### config.mk
export PLATFORM = sky130hd
export DESIGN_NAME = div_seq_flat
export DESIGN_NICKNAME = d
export VERILOG_FILES = /design/src/rtl/div_pkg.sv /design/src/rtl/div_if.sv /design/src/rtl/div_step.sv /design/src/rtl/div_seq.sv /design/src/flat_wrapper.sv
export SDC_FILE = /design/constraint.sdc
export NUM_CORES = 1
export LEC_CHECK = 0
export CAP_MARGIN = 20
export CORE_ASPECT_RATIO = 0.8
export CORE_MARGIN = 3
export CORE_UTILIZATION = 35
export DETAILED_ROUTE_END_ITERATION = 8
export GPL_ROUTABILITY_DRIVEN = 0
export SYNTH_ARGS = -nofsm -noshare
export SYNTH_HDL_FRONTEND = slang
export SYNTH_SLANG_ARGS = --single-unit
### constraint.sdc
create_clock -name clk -period 3.9 [get_ports clk]
set_input_delay 0.39 -clock clk [delete_from_list [all_inputs] [get_ports clk]]
set_output_delay 0.39 -clock clk [all_outputs]
set_load 0.02 [all_outputs]
### src/rtl/div_pkg.sv
// Shared types and constants for the sequential 32-bit integer divider.
package div_pkg;

  localparam int unsigned XLEN  = 32;
  localparam int unsigned ITER  = XLEN;
  localparam int unsigned CNT_W = $clog2(ITER);

  localparam logic [CNT_W-1:0] LAST_ITER = CNT_W'(ITER - 1);
  localparam logic [XLEN-1:0]  INT_MIN   = {1'b1, {(XLEN-1){1'b0}}};

  typedef enum logic [1:0] {
    S_IDLE,
    S_CALC,
    S_FIX,
    S_DONE
  } div_state_e;

endpackage

### src/rtl/div_if.sv
// Request/response bundle between a divider client and div_seq.
interface div_if;

  logic                       go;
  logic                       sign;
  logic [div_pkg::XLEN-1:0]   dividend;
  logic [div_pkg::XLEN-1:0]   divisor;
  logic                       busy;
  logic                       done;
  logic [div_pkg::XLEN-1:0]   quotient;
  logic [div_pkg::XLEN-1:0]   remainder;

  modport master (
    output go, sign, dividend, divisor,
    input  busy, done, quotient, remainder
  );

  modport slave (
    input  go, sign, dividend, divisor,
    output busy, done, quotient, remainder
  );

endinterface

### src/rtl/div_step.sv
// One radix-2 restoring division step on a 33-bit partial remainder.
module div_step
  import div_pkg::*;
(
  input  logic [XLEN:0]   rem_in,
  input  logic            dividend_msb,
  input  logic [XLEN-1:0] divisor,
  output logic [XLEN:0]   rem_out,
  output logic            q_bit
);

  logic [XLEN:0]   shifted;
  logic [XLEN+1:0] diff;

  assign shifted = {rem_in[XLEN-1:0], dividend_msb};
  assign diff    = {1'b0, shifted} - {2'b00, divisor};

  // A set top bit means the true shifted value exceeds any 32-bit divisor.
  assign q_bit   = rem_in[XLEN] | ~diff[XLEN+1];
  assign rem_out = q_bit ? diff[XLEN:0] : shifted;

endmodule

### src/rtl/div_seq.sv
// Sequential signed/unsigned 32-bit divider: 32 restoring steps plus a sign fix-up,
// with an optional single-cycle path for divide-by-zero and signed overflow.
module div_seq
  import div_pkg::*;
#(
  parameter bit FAST_SPECIAL = 1'b1
) (
  input  logic clk,
  input  logic reset_n,
  div_if.slave bus
);

  div_state_e state, state_next;
  logic [CNT_W-1:0] cnt;
  logic load, fast, step, fix;

  logic signed [XLEN-1:0] dividend_s, divisor_s;
  logic [XLEN-1:0] dividend_abs, divisor_abs;
  logic div_zero, overflow, special;

  logic [XLEN-1:0] q_reg, dvsr_reg;
  logic [XLEN:0]   rem_reg, rem_step;
  logic            q_bit, neg_q, neg_r;
  logic [XLEN-1:0] quotient_r, remainder_r;

  function automatic logic [XLEN-1:0] negate(input logic [XLEN-1:0] v);
    return ~v + XLEN'(1);
  endfunction

  assign dividend_s   = bus.dividend;
  assign divisor_s    = bus.divisor;
  assign dividend_abs = (bus.sign && dividend_s < 0) ? negate(bus.dividend) : bus.dividend;
  assign divisor_abs  = (bus.sign && divisor_s < 0)  ? negate(bus.divisor)  : bus.divisor;
  assign div_zero     = (bus.divisor == '0);
  assign overflow     = bus.sign && (bus.dividend == INT_MIN) && (bus.divisor == '1);
  assign special      = div_zero || overflow;

  always_ff @(posedge clk) begin
    if (!reset_n) state <= S_IDLE;
    else          state <= state_next;
  end

  always_comb begin
    state_next = state;
    load       = 1'b0;
    fast       = 1'b0;
    step       = 1'b0;
    fix        = 1'b0;
    case (state)
      S_IDLE: begin
        if (bus.go) begin
          load = 1'b1;
          if (FAST_SPECIAL && special) begin
            fast       = 1'b1;
            state_next = S_DONE;
          end else begin
            state_next = S_CALC;
          end
        end
      end
      S_CALC: begin
        step = 1'b1;
        if (cnt == LAST_ITER) state_next = S_FIX;
      end
      S_FIX: begin
        fix        = 1'b1;
        state_next = S_DONE;
      end
      S_DONE:  state_next = S_IDLE;
      default: state_next = S_IDLE;
    endcase
  end

  div_step u_step (
    .rem_in       (rem_reg),
    .dividend_msb (q_reg[XLEN-1]),
    .divisor      (dvsr_reg),
    .rem_out      (rem_step),
    .q_bit        (q_bit)
  );

  // Operand capture and iteration: the dividend shifts out of q_reg as quotient bits shift in.
  always_ff @(posedge clk) begin
    if (load) begin
      rem_reg  <= '0;
      q_reg    <= dividend_abs;
      dvsr_reg <= divisor_abs;
      // Divide-by-zero keeps the all-ones quotient regardless of operand signs.
      neg_q    <= bus.sign && (bus.dividend[XLEN-1] ^ bus.divisor[XLEN-1]) && !div_zero;
      neg_r    <= bus.sign && bus.dividend[XLEN-1];
    end else if (step) begin
      rem_reg  <= rem_step;
      q_reg    <= {q_reg[XLEN-2:0], q_bit};
    end
  end

  // Result stage: outputs change only when entering DONE and otherwise hold.
  always_ff @(posedge clk) begin
    if (!reset_n) begin
      cnt         <= '0;
      quotient_r  <= '0;
      remainder_r <= '0;
    end else begin
      if (load)      cnt <= '0;
      else if (step) cnt <= cnt + 1'b1;

      if (fast) begin
        quotient_r  <= div_zero ? '1 : INT_MIN;
        remainder_r <= div_zero ? bus.dividend : '0;
      end else if (fix) begin
        quotient_r  <= neg_q ? negate(q_reg) : q_reg;
        remainder_r <= neg_r ? negate(rem_reg[XLEN-1:0]) : rem_reg[XLEN-1:0];
      end
    end
  end

  assign bus.busy      = (state != S_IDLE);
  assign bus.done      = (state == S_DONE);
  assign bus.quotient  = quotient_r;
  assign bus.remainder = remainder_r;

endmodule

### src/flat_wrapper.sv
// flat-port wrapper written by rule: the top's interface ports become plain ports
module div_seq_flat import div_pkg::*;
#(
  parameter bit FAST_SPECIAL = 1'b1
)
  (clk, reset_n, bus_go, bus_sign, bus_dividend, bus_divisor, bus_busy, bus_done, bus_quotient, bus_remainder);
  div_if bus_i ();
  input  logic clk;
  input  logic reset_n;
  input wire logic [$bits(bus_i.go)-1:0] bus_go;
  input wire logic [$bits(bus_i.sign)-1:0] bus_sign;
  input wire logic [$bits(bus_i.dividend)-1:0] bus_dividend;
  input wire logic [$bits(bus_i.divisor)-1:0] bus_divisor;
  output wire logic [$bits(bus_i.busy)-1:0] bus_busy;
  output wire logic [$bits(bus_i.done)-1:0] bus_done;
  output wire logic [$bits(bus_i.quotient)-1:0] bus_quotient;
  output wire logic [$bits(bus_i.remainder)-1:0] bus_remainder;
  assign bus_i.go = bus_go;
  assign bus_i.sign = bus_sign;
  assign bus_i.dividend = bus_dividend;
  assign bus_i.divisor = bus_divisor;
  assign bus_busy = bus_i.busy;
  assign bus_done = bus_i.done;
  assign bus_quotient = bus_i.quotient;
  assign bus_remainder = bus_i.remainder;
  div_seq #(.FAST_SPECIAL(FAST_SPECIAL)) u_core (.clk(clk), .reset_n(reset_n), .bus(bus_i));
endmodule
==> results of run 1 <==
## tightest hold or removal path, cell delays in order (launching register included)
cell and delay, ps:
dfxtp_1 310, nand3_1 60, nand3_1 70
## final timing paths
| check | startpoint | slack [ps] | endpoint | depth (start not counted) |
|---|---|---|---|---|
| worst max register to register | u_core.q_reg[31] | 420 | u_core.rem_reg[28] | 14 |
| worst max-delay path | u_core.q_reg[31] | 420 | u_core.rem_reg[28] | 14 |
| worst min register to register | u_core.rem_reg[32] | 490 | u_core.rem_reg[32] | 2 |
| worst min-delay path | u_core.rem_reg[32] | 490 | u_core.rem_reg[32] | 2 |
## layout by cell type, fill, tap and decap left out, types with 17 or more instances in the layout
cell type | netlist | final
o21ai_0 | 132 | 132
a21o_1 | 18 | 18
ha_1 | 44 | 42
nor3_1 | 19 | 17
nand3_1 | 18 | 18
xnor2_1 | 43 | 43
inv_1 | 52 | 52
nor2_1 | 115 | 115
buf_4 | 4 | 47
o31ai_1 | 26 | 26
a211oi_1 | 30 | 30
clkbuf_16 | 0 | 17
dfxtp_1 | 104 | 104
a21oi_1 | 120 | 120
nand4_1 | 24 | 24
clkdlybuf4s50_1 | 0 | 132
o21a_1 | 31 | 31
xor2_1 | 102 | 102
nand2_1 | 102 | 101
mux2i_1 | 31 | 31
or3_1 | 18 | 18
edfxtp_1 | 66 | 66
## through the flow
step | utilization (%) | hold WS (ps) | worst slack, ps | total power, mW | std cells
finish | 43.9 | 493 | 419 | 10.3 | 1905
CTS | 43.8 | 472 | 440 | 10.3 | 1903
global placement | 42.1 | 478 | 198 | 8.53 | 1871
global route | 43.9 | 523 | 188 | 11.1 | 1905
floorplan | - | 461 | 817 | 6.89 | 1346
detailed placement | 42.1 | 490 | 122 | 8.61 | 1871
## layout make-up
class | count | area (um2) | share of cell area [%]
multi-input combinational | 1045 | 6840 | 49.1
sequential | 170 | 4060 | 29.2
timing repair buffer | 183 | 1730 | 12.5
tap | 420 | 526 | 3.78
clock buffer | 19 | 434 | 3.12
inverter | 54 | 203 | 1.46
clock inverter | 13 | 116 | 0.836
antenna | 1 | 2.50 | 0.0180
## power by group
part           total [mW]  switching [mW]  leakage, nW  internal, mW
logic                5.30            3.00         3.68          2.30
registers            3.32           0.700         1.49          2.62
clock network        1.66           0.772        0.277         0.888
## metal layers
metal  wire length [um]  up-vias  track usage [%]
met5                  0        -                0
met4                540        0             4.75
met3               1960       27             3.13
met2              15600      303             31.2
met1              16400     5063             27.7
li1                   -     5140                -
## kinds of logic (layout without fill, tap and decap cells)
| group | count (synthesis) | after routing | share of synthesized area [%] |
|---|---|---|---|
| simple gates | 388 | 388 | 17.0 |
| buf+inv | 131 | 269 | 4.52 |
| fa+ha+maj | 45 | 45 | 5.02 |
| flops | 170 | 170 | 35.7 |
| mux | 32 | 32 | 2.83 |
| compound gates | 435 | 435 | 23.7 |
| other cells | 0 | 1 | 0 |
| xor+xnor | 145 | 145 | 11.2 |
==> impl_metrics.json, run 1 <==
{
  "status": "finished, final reports clean",
  "netlist_top_cells_count": "o21ai_0 (132), a21oi_1 (120), nor2_1 (115), dfxtp_1 (104)",
  "leakagePower_nw": 5.45,
  "placed_area_mm2": 0.0133,
  "grt_pass1_wl_um": 55300,
  "htree_levels": 4,
  "clk_latency_ps": 440,
  "syn-num-nets": 1459,
  "grt_pass1_vias": 10100,
  "critPathBufInv": 3,
  "stdcell_area_mm2": 0.0139,
  "die_w_um": 208,
  "start_util_pct": 35.9,
  "grt_usage_pct": 19.5,
  "cts-root-buf": "clkbuf_16",
  "cts.sinks": 170,
  "hold_viol_final": 0,
  "final.min_clock_period_ps": 3480,
  "largest_reg_flops": 33,
  "synth_top_area_share_pct": 18.3,
  "crit_arrival_ps": 3850,
  "synth.avg_cell_area_um2": 8.45,
  "fp.dieArea_mm2": 0.0347,
  "nNetsFinal": 1584,
  "antenna_found_initial": 1,
  "die_h_um": 167,
  "dr.pass1.iters": 5,
  "async_flop_share_pct": 0,
  "cts_resized": 0,
  "critPathKind": "reg2reg",
  "clk_pin_slew_ps": 70,
  "fin_crit_sh_pct": 89.2,
  "syn-cell-area_mm2": 0.0114,
  "gr-total-overflow": 0,
  "fp-row-count": 58,
  "pin_count": 134,
  "hpwl_um": 25800,
  "postCtsSetupRepairBufs": 0,
  "endpoint_kind": "register",
  "yosysMostFrequentCell": "o21ai_0",
  "synth_area_leader_cell": "dfxtp_1",
  "n_fill_cell": 3092,
  "worstPathCellList": "inv_1 -> ha_1 -> fa_1 -> nor2b_1 -> o31ai_1 -> a2111oi_0 -> buf_4 -> o21a_1 -> o31ai_1 -> o21ai_0 -> buf_4 -> mux2i_1 -> o21bai_1 -> a31oi_1",
  "numCtsBuffers": 17,
  "wl_per_cell_um": 18.1,
  "finalClockSkew_ps": 10.2,
  "drc": 0,
  "maxCapViolCount": 0,
  "setup_viol": 0,
  "io_buffers": 133,
  "yosys_warnings": 0,
  "final_max_slew_viol_count": 0,
  "viasPerCell": 5.53,
  "core_area_mm2": 0.0317,
  "ys_seq_area_share_pct": 35.7,
  "ys_types": 69,
  "ir_drop_mv": 0.354,
  "max-slew-margin-rel_pct": 34.4,
  "cp_top_family": "compound AO/OA/AOI/OAI gates",
  "cp_max_fo": 2,
  "rsz0062_at_grt": "no",
  "cp-start-kind": "register",
  "synth_edf_count": 66,
  "critPathSlowestCell": "a2111oi_0",
  "fmax_ghz": 0.287,
  "clockBufferDepth": 2,
  "grt_max_degree": 66,
  "synth.area.top_cells": "dfxtp_1 (18%), edfxtp_1 (17%), xor2_1 (7.9%)",
  "drive_above_1_share_pct": 7.61,
  "hold_buffers": 0,
  "synthFlopType": "dfxtp_1",
  "drt_iter0_markers": 816,
  "wirelength_um": 34500,
  "cts_tree": "yes",
  "worstHoldPathType": "reg2reg",
  "routed-via-count": 10500,
  "synth-seq-cells": 170,
  "drtAntennaViolNets": 0,
  "synthCells": 1346,
  "tns_ps": 0,
  "cp.required_ps": 4270,
  "max_stage_delay_ps": 450,
  "max_slew.worst_pin.slew_ps": 984,
  "area.growth.synth_to_final_pct": 22.4,
  "powerDensity_mw_per_mm2": 739
}
Power figures use the tool's default switching activity.
==> inputs of run 2 (changes only) <==
==> constraint.sdc (replaced) <==
create_clock -name clk -period 3.55 [get_ports clk]
set_input_delay 0.355 -clock clk [delete_from_list [all_inputs] [get_ports clk]]
set_output_delay 0.355 -clock clk [all_outputs]
set_load 0.02 [all_outputs]
==> impl_metrics.json, run 2 (same netlist as run 1, synthesis figures left out) <==
{
  "crit_path_end": "u_core.rem_reg[32]",
  "cts_tree": "yes",
  "wl_per_cell_um": 17.8,
  "max-slew-margin-rel_pct": 29.3,
  "dr.pass1.iters": 6,
  "fp-row-count": 58,
  "max_stage_delay_ps": 410,
  "placed_area_mm2": 0.0137,
  "die_h_um": 167,
  "status": "finished, final reports clean",
  "ir_drop_mv": 0.654,
  "reg2reg_slack_ps": 230,
  "n_antenna_cell": 0,
  "grt_max_degree": 89,
  "stdcell_area_mm2": 0.0142,
  "clk_pin_slew_ps": 70,
  "r2r_cells": 11,
  "fmax_ghz": 0.301,
  "post-route-util_pct": 44.9,
  "fp.dieArea_mm2": 0.0347,
  "placedCellCount": 1908,
  "antenna_found_initial": 0,
  "r2r-start": "u_core.dvsr_reg[9]",
  "maxCapViolCount": 0,
  "worstPathCellList": "inv_1 -> ha_1 -> a21oi_1 -> o21ai_0 -> a311o_1 -> o21a_1 -> o31ai_1 -> o21ai_0 -> a311o_1 -> or3_1 -> nand3_1",
  "cts-root-buf": "clkbuf_16",
  "grt_usage_pct": 19.5,
  "cp.required_ps": 3920,
  "finalClockSkew_ps": 10.3,
  "max_slew.worst_pin.slew_ps": 1060,
  "setup_viol": 0,
  "tns_ps": 0,
  "cp_max_fo": 8,
  "drt_iter0_markers": 812,
  "routed-via-count": 10500,
  "postCtsSetupRepairBufs": 0,
  "drtAntennaViolNets": 0,
  "die_w_um": 208,
  "numCtsBuffers": 17,
  "drc": 0,
  "core_area_mm2": 0.0317,
  "hold_depth": 2,
  "powerDensity_mw_per_mm2": 803,
  "hold_viol_final": 0,
  "largest_reg_flops": 33,
  "fin_crit_sh_pct": 93.5,
  "fin_cells": 1940,
  "critPathKind": "reg2reg",
  "endpoint_kind": "register",
  "final_max_slew_viol_count": 0,
  "worstHoldPathType": "in2reg",
  "rsz0062_at_grt": "no",
  "hpwl_um": 26200,
  "leakagePower_nw": 5.62,
  "clockBufferDepth": 2,
  "gr-total-overflow": 0,
  "p_total_mw": 11.4,
  "clk_latency_ps": 430,
  "area.growth.synth_to_final_pct": 25.1,
  "nNetsFinal": 1620,
  "critPathSlowestCell": "a311o_1",
  "grt_pass1_wl_um": 55400,
  "wirelength_um": 34400,
  "pin_count": 134,
  "crit_arrival_ps": 3690,
  "grt_pass1_vias": 10200,
  "cp-startpoint": "u_core.dvsr_reg[9]",
  "timing.rr.end": "u_core.rem_reg[32]",
  "cts.sinks": 170,
  "viasPerCell": 5.44,
  "htree_levels": 4,
  "cp-start-kind": "register",
  "mostFrequentLayoutCells": "o21ai_0 (132), clkdlybuf4s50_1 (132), a21oi_1 (120)",
  "start_util_pct": 35.9,
  "io_buffers": 133,
  "drive_above_1_share_pct": 9.61,
  "final.min_clock_period_ps": 3320
}
## run 2: cell count changes in the layout (fill, tap and decap cells not counted), moves of 2 or more
cell	previous run	this run
buf_4	47	80
buf_12	2	6
inv_4	4	1
clkinv_1	2	4
## run 2: through the flow
stage | setup slack [ps] | hold slack [ps]
after global routing | 29.7 | 472
final | 229 | 464
after CTS | 145 | 438
after floorplan | 470 | 454
after global placement | 30.0 | 476
after detailed placement | -83.0 | 491
## run 2: worst max-delay path, delay by kind of cell (launching register included)
| kind | cells | cell delay, ps |
|---|---|---|
| compound gates | 7 | 2070 |
| simple gates | 2 | 440 |
| fa+ha+maj | 1 | 380 |
| flops | 1 | 320 |
| buf+inv | 1 | 40 |
## run 2: cell type report
class / instances / area [um2]
Inverter: 54 / 203
Clock inverter: 13 / 119
Multi-Input combinational cell: 1045 / 6840
Clock buffer: 19 / 433
Sequential cell: 170 / 4060
Tap cell: 420 / 526
Fill cell: 3112 / 17500
Timing Repair Buffer: 219 / 2050
## run 2: worst min path at each step
| stage | start | endpoint | slack (ps) |
|---|---|---|---|
| after floorplan | bus_divisor[0] | u_core.dvsr_reg[0] | 450 |
| after global placement | u_core.rem_reg[32] | u_core.rem_reg[32] | 480 |
| after detailed placement | u_core.rem_reg[32] | u_core.rem_reg[32] | 490 |
| after CTS | reset_n | u_core.state[0] | 440 |
| after global routing | reset_n | u_core.state[0] | 470 |
| final | reset_n | u_core.state[0] | 460 |
## run 2: where the power goes
| part | internal [mW] | total (mW) | leakage [nW] | switching (mW) |
|---|---|---|---|---|
| Combinational | 2.64 | 6.01 | 3.86 | 3.37 |
| Sequential | 2.88 | 3.61 | 1.49 | 0.729 |
| Clock | 0.974 | 1.81 | 0.266 | 0.832 |
## run 2: layer usage
layer,wire length [um],GRT usage (%),vias up
met2,15600,31.3,256
met5,0,0,-
met1,16800,28.2,5045
li1,-,-,5229
met4,281,3.22,0
met3,1780,3.11,17
## run 2: timing repair
item / 4_1_cts / 5_1_grt
hold buffers: 0 / 0
endpoints found under the setup margin: 0 / 2
resized for setup: 0 / 1
==> inputs of run 3 (changes only) <==
--- a/config.mk
+++ b/config.mk
@@ -7,10 +7,10 @@
 export LEC_CHECK = 0
 export CAP_MARGIN = 20
 export CORE_ASPECT_RATIO = 0.8
-export CORE_MARGIN = 3
-export CORE_UTILIZATION = 35
+export CORE_UTILIZATION = 57
 export DETAILED_ROUTE_END_ITERATION = 8
 export GPL_ROUTABILITY_DRIVEN = 0
+export PLACE_DENSITY = 0.81
 export SYNTH_ARGS = -nofsm -noshare
 export SYNTH_HDL_FRONTEND = slang
 export SYNTH_SLANG_ARGS = --single-unit
==> impl_metrics.json, run 3 (same netlist as run 1, synthesis figures left out) <==
{
  "cp_max_fo": 5,
  "clk_latency_ps": 440,
  "cts_tree": "yes",
  "hold_viol_final": 0,
  "critPathKind": "reg2reg",
  "fp-row-count": 45,
  "max_slew.worst_pin.slew_ps": 1100,
  "worstPathCellList": "or4_4 -> nor4_1 -> nand4b_1 -> or3_1 -> or2_1 -> o31ai_2 -> xnor2_1 -> a21oi_1 -> o21a_1",
  "worstHoldPathType": "reg2reg",
  "wl_per_cell_um": 18.5,
  "cp_top_family": "simple AND/OR/NAND/NOR gates",
  "core_area_mm2": 0.0193,
  "die_w_um": 160,
  "clk_pin_slew_ps": 70,
  "start_util_pct": 59.1,
  "drtAntennaViolNets": 0,
  "die_h_um": 128,
  "wirelength_um": 32800,
  "pin_count": 134,
  "n_fill_cell": 1534,
  "p_total_mw": 11.5,
  "crit_arrival_ps": 3710,
  "hold_buffers": 0,
  "final_max_slew_viol_count": 0,
  "mostFrequentLayoutCells": "o21ai_0 (132), clkdlybuf4s50_1 (132), a21oi_1 (120)",
  "max_stage_delay_ps": 610,
  "io_buffers": 133,
  "cts-root-buf": "clkbuf_16",
  "antenna_found_initial": 0,
  "setup_viol": 0,
  "largest_reg_flops": 33,
  "routed-via-count": 11000,
  "htree_levels": 4,
  "final.min_clock_period_ps": 3380,
  "endpoint_kind": "register",
  "dr.pass1.iters": 5,
  "finalWorstSetupSlack_ps": 175,
  "fmax_ghz": 0.296,
  "finalClockSkew_ps": 14.4,
  "viasPerCell": 6.23,
  "drive_above_1_share_pct": 9.52,
  "powerDensity_mw_per_mm2": 824,
  "maxCapViolCount": 0,
  "grt_max_degree": 70,
  "numCtsBuffers": 17,
  "grt_usage_pct": 32.6,
  "fin_crit_sh_pct": 95.1,
  "fp.dieArea_mm2": 0.0205,
  "gr-total-overflow": 0,
  "grt_pass1_wl_um": 53500,
  "critPathSlowestCell": "or4_4",
  "cp.required_ps": 3880,
  "n_antenna_cell": 0,
  "clockBufferDepth": 2,
  "nNetsFinal": 1613,
  "cp-start-kind": "register",
  "pre_cts_slack_ps": -50.9,
  "leakagePower_nw": 5.60,
  "cts.sinks": 170,
  "rsz0062_at_grt": "no",
  "max-slew-margin-rel_pct": 26.7,
  "area.growth.synth_to_final_pct": 23.1,
  "drc": 0,
  "ir_drop_mv": 0.814,
  "status": "finished, final reports clean",
  "critPathBufInv": 0,
  "hpwl_um": 24100,
  "drt_iter0_markers": 1232,
  "grt_pass1_vias": 10300
}
[run 3: changes by cell type in the layout (fill, tap and decap cells not counted), sizes merged]
cell,before,now
buf,87,80
clkinvlp,2,1
inv,57,58
clkbuf,19,17
clkinv,7,9
[run 3: layer usage]
layer | share of wire [%] | up-vias | GRT usage [%]
met3 | 8.1 | 70 | 5.71
met5 | 0 | - | 0
met4 | 3.0 | 0 | 12.4
li1 | - | 5215 | -
met2 | 44 | 521 | 49.8
met1 | 45 | 5230 | 46.2
[run 3: final timing paths]
path                                         start                       to  slack, ps  cells past startpoint
worst min register to register  u_core.rem_reg[32]       u_core.rem_reg[32]        500                      2
worst max-delay path               u_core.q_reg[8]  u_core.bus.quotient[31]        170                      9
worst min-delay path            u_core.rem_reg[32]       u_core.rem_reg[32]        500                      2
worst max register to register     u_core.q_reg[8]  u_core.bus.quotient[31]        170                      9
[run 3: timing repair]
action                     4_1_cts  5_1_grt
buffers inserted                 0        3
gates resized for setup          0        2
setup endpoints to repair        0       32
[run 3: where the power goes]
group          internal (mW)  switching [mW]
clock                  0.979           0.849
sequential              2.88           0.734
combinational           2.66            3.42
[run 3: tightest hold or removal path, cell delays in order (launching register included)]
cell	delay (ps)
dfxtp_1	320
nand3_1	60
nand3_1	70
[run 3: stage by stage]
stage | cell area (um2) | setup TNS [ps] | std cells | util, % | hold WS [ps]
2_1_floorplan | 11400 | 0 | 1346 | - | 454
3_3_place_gp | 13400 | 0 | 1736 | 69.5 | 480
3_5_place_dp | 13400 | -67.6 | 1736 | 69.5 | 486
4_1_cts | 14000 | 0 | 1768 | 72.4 | 495
5_1_grt | 14000 | 0 | 1771 | 72.7 | 551
6_report | 14000 | 0 | 1771 | 72.7 | 502
[run 3: layout make-up]
type | instances | area [um2] | area share [%]
clock buffer | 17 | 425 | 3.04
clock inverter | 15 | 139 | 0.993
inverter | 54 | 203 | 1.45
multi-input combinational | 1045 | 6840 | 48.9
sequential | 170 | 4060 | 29.0
tap | 258 | 323 | 2.31
timing repair buffer | 212 | 1990 | 14.3
